## src/rtl/msg_block_packer.sv

```systemverilog
// msg_block_packer
//   Packs a stream of narrow payload blocks into NumBlocks-wide words for the
//   downstream dequeue shift register. Each block carries an interleaved
//   message-start control bit at StartBitPos. A partial word is closed by
//   flush_i or an idle timeout and padded with all-zero blocks. A zero block
//   has start bit 0, so downstream alignment never locks onto padding.
//
// Ports
//   clk_i         clock
//   rst_i         synchronous active-high reset
//   flush_i       close the current partial word (pad and commit)
//   blk_valid_i   input block valid
//   blk_ready_o   input block ready (assembly buffer not full)
//   blk_data_i    block payload, BlockSize-1 bits
//   blk_start_i   block is the first of a message
//   valid_o       output word valid
//   ready_i       output word ready
//   data_o        packed word, block i at [i*BlockSize +: BlockSize]
//   busy_o        partial word pending or output word held
//
// Optional feature (macro MSG_BLOCK_PACKER_STATS_EN)
//   words_o       wrapping count of output handshakes
//   pad_blocks_o  wrapping count of zero blocks inserted by commits
module msg_block_packer #(
    parameter int unsigned BlockSize     = 8,
    parameter int unsigned NumBlocks     = 8,
    parameter int unsigned StartBitPos   = 0,
    parameter int unsigned TimeoutCycles = 16
) (
    input  logic                           clk_i,
    input  logic                           rst_i,
    input  logic                           flush_i,
    input  logic                           blk_valid_i,
    output logic                           blk_ready_o,
    input  logic [BlockSize-2:0]           blk_data_i,
    input  logic                           blk_start_i,
    output logic                           valid_o,
    input  logic                           ready_i,
    output logic [NumBlocks*BlockSize-1:0] data_o,
    output logic                           busy_o
`ifdef MSG_BLOCK_PACKER_STATS_EN
    ,
    output logic [31:0]                    words_o,
    output logic [31:0]                    pad_blocks_o
`endif
);

    localparam int unsigned WordW = NumBlocks * BlockSize;
    localparam int unsigned CntW  = $clog2(NumBlocks + 1);
    localparam int unsigned IdleW = (TimeoutCycles > 0) ? $clog2(TimeoutCycles + 1) : 1;

    logic [WordW-1:0]     asm_q;
    logic [WordW-1:0]     asm_d;
    logic [WordW-1:0]     out_q;
    logic [WordW-1:0]     out_d;
    logic [CntW-1:0]      cnt_q;
    logic [CntW-1:0]      cnt_d;
    logic [IdleW-1:0]     idle_q;
    logic                 valid_q;
    logic [BlockSize-1:0] blk_enc;
    logic                 in_hs;
    logic                 out_free;
    logic                 timeout;
    logic                 commit;

    // Payload bits below StartBitPos stay in place; the rest shift up by one
    // to make room for the control bit.
    always_comb begin
        blk_enc = '0;
        for (int unsigned j = 0; j < BlockSize - 1; j++) begin
            if (j < StartBitPos) begin
                blk_enc[j] = blk_data_i[j];
            end else begin
                blk_enc[j+1] = blk_data_i[j];
            end
        end
        blk_enc[StartBitPos] = blk_start_i;
    end

    assign blk_ready_o = (cnt_q != CntW'(NumBlocks));
    assign in_hs       = blk_valid_i & blk_ready_o;
    assign out_free    = ~valid_q | ready_i;
    assign cnt_d       = cnt_q + CntW'(in_hs);
    assign timeout     = (TimeoutCycles != 0) && (idle_q == IdleW'(TimeoutCycles));
    assign commit      = out_free && (cnt_d != '0) &&
                         ((cnt_d == CntW'(NumBlocks)) || flush_i || timeout);

    // asm_d merges this cycle's block; out_d is the commit candidate with
    // every slot at or above the new fill count forced to zero.
    always_comb begin
        asm_d = asm_q;
        out_d = '0;
        for (int unsigned i = 0; i < NumBlocks; i++) begin
            if (in_hs && (cnt_q == CntW'(i))) begin
                asm_d[i*BlockSize +: BlockSize] = blk_enc;
            end
            if (CntW'(i) < cnt_d) begin
                out_d[i*BlockSize +: BlockSize] = asm_d[i*BlockSize +: BlockSize];
            end
        end
    end

    always_ff @(posedge clk_i) begin
        if (rst_i) begin
            asm_q   <= '0;
            out_q   <= '0;
            cnt_q   <= '0;
            idle_q  <= '0;
            valid_q <= 1'b0;
        end else if (commit) begin
            // A commit wins over a concurrent output handshake, keeping
            // valid high with the new word.
            out_q   <= out_d;
            valid_q <= 1'b1;
            asm_q   <= '0;
            cnt_q   <= '0;
            idle_q  <= '0;
        end else begin
            if (valid_q && ready_i) begin
                valid_q <= 1'b0;
            end
            asm_q <= asm_d;
            cnt_q <= cnt_d;
            if (in_hs || (cnt_q == '0)) begin
                idle_q <= '0;
            end else if (idle_q != IdleW'(TimeoutCycles)) begin
                idle_q <= idle_q + IdleW'(1);
            end
        end
    end

    assign valid_o = valid_q;
    assign data_o  = out_q;
    assign busy_o  = (cnt_q != '0) | valid_q;

`ifdef MSG_BLOCK_PACKER_STATS_EN
    logic [31:0] words_q;
    logic [31:0] pad_q;

    always_ff @(posedge clk_i) begin
        if (rst_i) begin
            words_q <= '0;
            pad_q   <= '0;
        end else begin
            if (valid_q && ready_i) begin
                words_q <= words_q + 32'd1;
            end
            if (commit) begin
                pad_q <= pad_q + (32'(NumBlocks) - 32'(cnt_d));
            end
        end
    end

    assign words_o      = words_q;
    assign pad_blocks_o = pad_q;
`endif

endmodule

```

## config.mk

```make
export PLATFORM = sky130hd
export DESIGN_NAME = msg_block_packer
export DESIGN_NICKNAME = d
export VERILOG_FILES = /design/src/rtl/msg_block_packer.sv
export SDC_FILE = /design/constraint.sdc
export NUM_CORES = 1
export LEC_CHECK = 0
export CAP_MARGIN = 20
export CORE_ASPECT_RATIO = 1.2
export CORE_MARGIN = 3
export CORE_UTILIZATION = 55
export CTS_BUF_LIST = sky130_fd_sc_hd__clkbuf_4
export DETAILED_ROUTE_END_ITERATION = 10
export GPL_ROUTABILITY_DRIVEN = 0
export GPL_TIMING_DRIVEN = 0
export PLACE_DENSITY = 0.83
export SYNTH_ARGS = -nofsm -noshare
export SYNTH_HDL_FRONTEND = slang
export SYNTH_SLANG_ARGS = --single-unit
```

## constraint.sdc

```tcl
create_clock -name clk_i -period 3.3 [get_ports clk_i]
set_input_delay 0.66 -clock clk_i [delete_from_list [all_inputs] [get_ports clk_i]]
set_output_delay 0.66 -clock clk_i [all_outputs]
set_load 0.01 [all_outputs]
```

# Word level (Yosys, flattened, before mapping)
# Cells that the tools add are included.
word_totals:
  regBits: 138
  latchBits: 0
  ram_bits: 0
  romBits: 0
  input_bits: 13
  out_inout_bits: 67
  mem_count: 0
classes:
  add_sub_neg: 2
  mul: 0
  div: 0
  order_cmp: 8
  n_eq_ne: 11
  shift: 0
  mux: 18
  bitwise: 4
  reduce_logical: 20
ops:
  columns: ["operator", "count"]
  rows:
  - ["$mux W8", 16]
  - ["$eq A4 B3 Y1 const B", 4]
  - ["$lt A3 B4 Y1 const A", 4]
  - ["$logic_and A1 B1 Y1", 11]
  - ["$eq A4 B2 Y1 const B", 2]
  - ["$lt A1 B4 Y1 const A", 2]
  - ["$lt A2 B4 Y1 const A", 2]
  - ["$reduce_bool A4 Y1", 2]
  - ["$add A5 B1 Y5 const B", 1]
  - ["$eq A5 B5 Y1 const B", 1]
  - ["$ne A5 B5 Y1 const B", 1]
  - ["$add A4 B1 Y4", 1]
  - ["$eq A4 B1 Y1 const B", 1]
  - ["$eq A4 B4 Y1 const B", 1]
  - ["$logic_not A4 Y1", 1]
  - ["$ne A4 B4 Y1 const B", 1]
  - ["$logic_or A1 B1 Y1", 3]
  - ["$reduce_or A3 Y1", 1]
  - ["$mux W1", 2]
  - ["$or A1 B1 Y1", 2]
  - ["$reduce_bool A2 Y1", 1]
  - ["$reduce_or A2 Y1", 1]
  - ["$and A1 B1 Y1", 1]
  - ["$not A1 Y1", 1]

# Longest topological paths before layout
logic_depth:
  ltp_word: 8
  ltp_mapped: 13
  mapped_depth_nobuf: 10

# Worst setup path before layout
# Ideal clock, no wire load.
synth_timing:
  path_kind: "register -> register"
  from: "register cnt_q[1]"
  to: "register cnt_q[0]"
  arrival_time_ns: 2.594
  t_required_ns: 3.185
  setup_slack_ns: 0.591
  stages_incl_launch_ff: 14
  synth_period_minus_slack_ns: 2.709
  cell_sequence: "dfxtp_1 buf_4 nor3_1 nand2_1 and2_1 ha_1 ha_1 nor2_1 nand2_2 a21boi_2 buf_6 a21oi_4 buf_6 and2_1"
synth_via:
  elab_chain_cells: 8
  word_cells_on_any_way: 10
  classes_between: "add/sub: 1; eq/ne: 2; bitwise: 1; reduce/logical: 6"
synth_lines:
  columns: ["element", "line", "source"]
  rows:
  - ["start, declared", "56", "logic [CntW-1:0] cnt_q;"]
  - ["start signal, assigned", "123", "cnt_q <= cnt_d;"]
  - ["$ne A4 B4 Y1 *", "80", "assign blk_ready_o = (cnt_q != CntW'(NumBlocks));"]
  - ["net blk_ready_o", "34", "output logic blk_ready_o,"]
  - ["$and A1 B1 Y1 *", "81", "assign in_hs = blk_valid_i & blk_ready_o;"]
  - ["$add A4 B1 Y4 *", "83", "assign cnt_d = cnt_q + CntW'(in_hs);"]
  - ["net cnt_d[1]", "57", "logic [CntW-1:0] cnt_d;"]
  - ["$eq A4 B4 Y1", "86", "((cnt_d == CntW'(NumBlocks)) || flush_i || timeout);"]
  - ["$logic_or A1 B1 Y1 (2 in series)", "86", null]
  - ["$logic_and A1 B1 Y1 *", "85", "assign commit = out_free && (cnt_d != '0) &&"]
  - ["$reduce_or A2 Y1 (no source line) *", null, null]
# The timed path passes the listed nets; every way through them passes the cells marked *.
# A chain may end at the register's enable or synchronous reset.

# Worst setup path after layout
layout_timing:
  from: "register cnt_q[1]"
  to: "register asm_q[2]"
layout_via:
  elab_chain_cells: 8
  word_cells_on_any_way: 13
  classes_between: "add/sub: 1; eq/ne: 2; mux: 1; bitwise: 1; reduce/logical: 8"
layout_lines:
  columns: ["element", "line", "source"]
  rows:
  - ["$ne A4 B4 Y1", "80", null]
  - ["$and A1 B1 Y1", "81", null]
  - ["$add A4 B1 Y4 *", "83", null]
  - ["net cnt_d[1]", "57", null]
  - ["$eq A4 B4 Y1", "86", null]
  - ["$logic_or A1 B1 Y1 (2 in series)", "86", null]
  - ["$logic_and A1 B1 Y1 *", "85", null]
  - ["$reduce_or A2 Y1 (no source line) *", null, null]
  - ["end signal, assigned", "122", "asm_q <= asm_d;"]
  - ["end, declared", "52", "logic [WordW-1:0] asm_q;"]
# Marked as above.

==> run_results.csv <==
group,metric,value,unit
timing,tightest_slew,833.6,ps
timing,skew,12.05,ps
timing,setup_viol,0,
power,power_density,527.6,nW/um2
yosys,async_reset_ff_share,0,%
die,die_w,93.31,um
timing,hold_violations,0,
routing,wl_met1,4890,um
routing,wl_met3,581,um
placement,place_inst,646,
yosys,synth_flop_cell,"dfxtp_1",
yosys,syn_avg_cell_area,10.98,um2
yosys,synth.area.top_cells,"dfxtp_1 (55%), mux2i_1 (13%), o2bb2ai_1 (9.7%)",
yosys,netlist_instances,458,
routing,dr.pass1.iters,4,
timing,period_minus_slack,3116,ps
clock_network,cts-root-buf,"clkbuf_4",
routing,dr_wl_met2,5605,um
placement,portBuffers,71,
worst_setup_path,crit_path_start_kind,"flip-flop",
yosys,synth-seq-area-share,54.91,%
routing,viasPerCell,5.399,
grt,grt_pass1_vias,3760,
yosys,netlist_area,5031,um2
worst_setup_path,cp_max_fo,10,
power,peakVddDrop,0.3591,mV
timing,grt_setup_unrepaired,"false",
clock_network,cts_tree,"done",
yosys,synth_common_cells,"dfxtp_1 (138), nor2_1 (73), mux2i_1 (64)",
status,status,"finished, final reports clean",
clock_network,htree_num_levels,4,
layout,drive_gt1_share,10.89,%
power,p_leak,0.002311,uW
timing,fin_crit_sh,94.43,%
routing,postRouteAntennaNets,0,
routing,top_layer,"met4",
grt,grt.overflow.total,0,
layout,final-seq-area,2763,um2
routing,wl,11220,um
yosys,synth_seq_cells,138,
routing,route.detailed.drc,0,
worst_setup_path,crit_chain,"buf_4, nor3_2, nand2_1, and2_1, ha_1, ha_1, nor2_1, nand2_2, a21boi_2, a21o_1, buf_4, buf_6, nor2_1",
die,initial_utilization,57.50,%
layout,antenna_cells,0,
worst_setup_path,cpMaxStageDelayCell,"ha_1",
die,num_io_pins,80,
worst_setup_path,cp_slowest_stage_delay,360,ps
clock_network,cts_max_path_buffers,2,
clock_network,cts.clk_slew.worst_paths,100,ps
worst_setup_path,endpoint_kind,"flip-flop",
die,die_y,110.8,um
worst_setup_path,worstPathRequired,3710,ps
layout,fillers,618,
yosys,syn-num-nets,475,
routing,wl_per_cell,16.57,um
layout,multi_input_area,2032,um2
die,rows,37,
yosys,post_synth_num_cell_types,42,
yosys,synth_most_common_cell,"dfxtp_1",
worst_setup_path,path_class,"reg2reg",
yosys,synth_edf_count,0,
yosys,yosysTopAreaCellShare,54.91,%
timing,drv_slew,0,
power,power,3258,uW
die,die_area,10340,um2
timing,slew_headroom,44.43,%
yosys,yosysTopAreaCell,"dfxtp_1",
layout,final_cells,677,
routing,dr_total_vias,3655,
clock_network,clock_insertion_delay_worst_skew,520,ps
run,cap_violations,0,
timing,fmax,320.9,MHz
layout,finish.net_count,565,
clock_network,post_cts_buffers,0,
placement,dp_hpwl,7950,um
grt,grt_pass1_wl,18710,um
clock_network,clock-sinks,138,
grt,grt_max_degree,17,
grt,antenna_found_initial,0,
yosys,ys_warn_count,0,
layout,syn2layout_area_growth,22.73,%
grt,grtUsageTotal,22.90,%
layout,utilization,70.57,%
worst_setup_path,worstPathArrival,3530,ps
die,core_area,8750,um2
routing,drt_iter0_drc,165,
clock_network,numCtsBuffers,17,
min_path,min_path_type,"reg2reg",
flip-flops by register name (all words and copies together), names as in the netlist:
name / flops
idle_q: 5
data_o: 64
asm_q: 64
valid_o: 1
cnt_q: 4
through the flow:
stage / TNS, ps / hold slack, ps / setup slack, ps / instance area (um2)
2_1_floorplan: 0 / 455.8 / 591.2 / 5031
3_3_place_gp: 0 / 448.0 / 4.085 / 5888
3_5_place_dp: -3291 / 445.3 / -92.51 / 5888
4_1_cts: 0 / 476.7 / 65.57 / 6162
5_1_grt: 0 / 489.4 / 16.96 / 6175
6_report: 0 / 471.6 / 183.9 / 6175
cell usage in the layout (no fill, tap or decap), types with 2 or more instances in the layout:
master,netlist,layout
a211oi_1,9,9
a21oi_1,12,12
and2_1,4,4
and3_1,5,5
buf_2,4,4
buf_4,2,2
buf_6,12,12
bufinv_16,0,3
clkbuf_1,12,12
clkbuf_2,3,3
clkbuf_4,0,19
clkdlybuf4s50_1,0,71
clkinv_1,0,5
clkinv_2,0,3
dfxtp_1,138,138
ha_1,4,4
inv_1,4,4
mux2i_1,64,64
nand2_1,13,13
nand2b_1,2,2
nand3_1,4,4
nand3b_1,2,2
nor2_1,73,73
nor3_1,3,2
nor3b_1,3,3
o21ai_0,5,4
o2bb2ai_1,56,56
xnor2_1,5,4
xnor2_2,1,2
layout make-up:
cell class	instances	area share, %
Sequential cell	138	44.74
Multi-Input combinational cell	282	32.91
Timing Repair Buffer	71	11.51
Buffer	34	3.789
Tap cell	117	2.371
Clock buffer	19	2.310
Clock inverter	12	2.128
Inverter	4	0.2432
worst max-delay path, delay by kind of cell, from the launching register on:
kind / cells / cell delay (ps)
buffers and inverters: 3 / 560
AO/OA/AOI/OAI: 2 / 440
flip-flops: 1 / 330
AND/OR/NAND/NOR: 6 / 1080
adder cells (fa/ha/maj): 2 / 590
power breakdown:
group | switching [uW] | leakage [uW] | internal, uW
Clock | 559 | 0.000150 | 521
Sequential | 23.0 | 0.00111 | 1710
Combinational | 261 | 0.00105 | 186
cell families after synthesis:
family                   synth area share [%]
AO/OA/AOI/OAI                           14.35
XOR/XNOR                                1.194
adder cells (fa/ha/maj)                0.9948
buffers and inverters                   4.949
flip-flops                              54.91
multiplexers                            12.96
AND/OR/NAND/NOR                         10.64
worst paths after layout:
path | start | to | slack (ps) | cells past startpoint
setup / recovery | cnt_q[1] | asm_q[2] | 180 | 13
hold / removal | data_o[38] | data_o[38] | 470 | 1
setup reg to reg | cnt_q[1] | asm_q[2] | 180 | 13
hold reg to reg | data_o[38] | data_o[38] | 470 | 1
what timing repair did:
item | in CTS | in global routing
gates resized for setup | 0 | 3
hold endpoints to repair | 0 | 0
endpoints found under the setup margin | 0 | 132
hold buffers | 0 | 0
layer usage:
layer / GRT usage, % / vias to the layer above
li1: - / 1804
met3: 5.160 / 13
met5: 0 / -
met4: 8.211 / 0
met2: 37.74 / 94
met1: 29.16 / 1744
No activity file was read; power rests on OpenSTA's default activity.
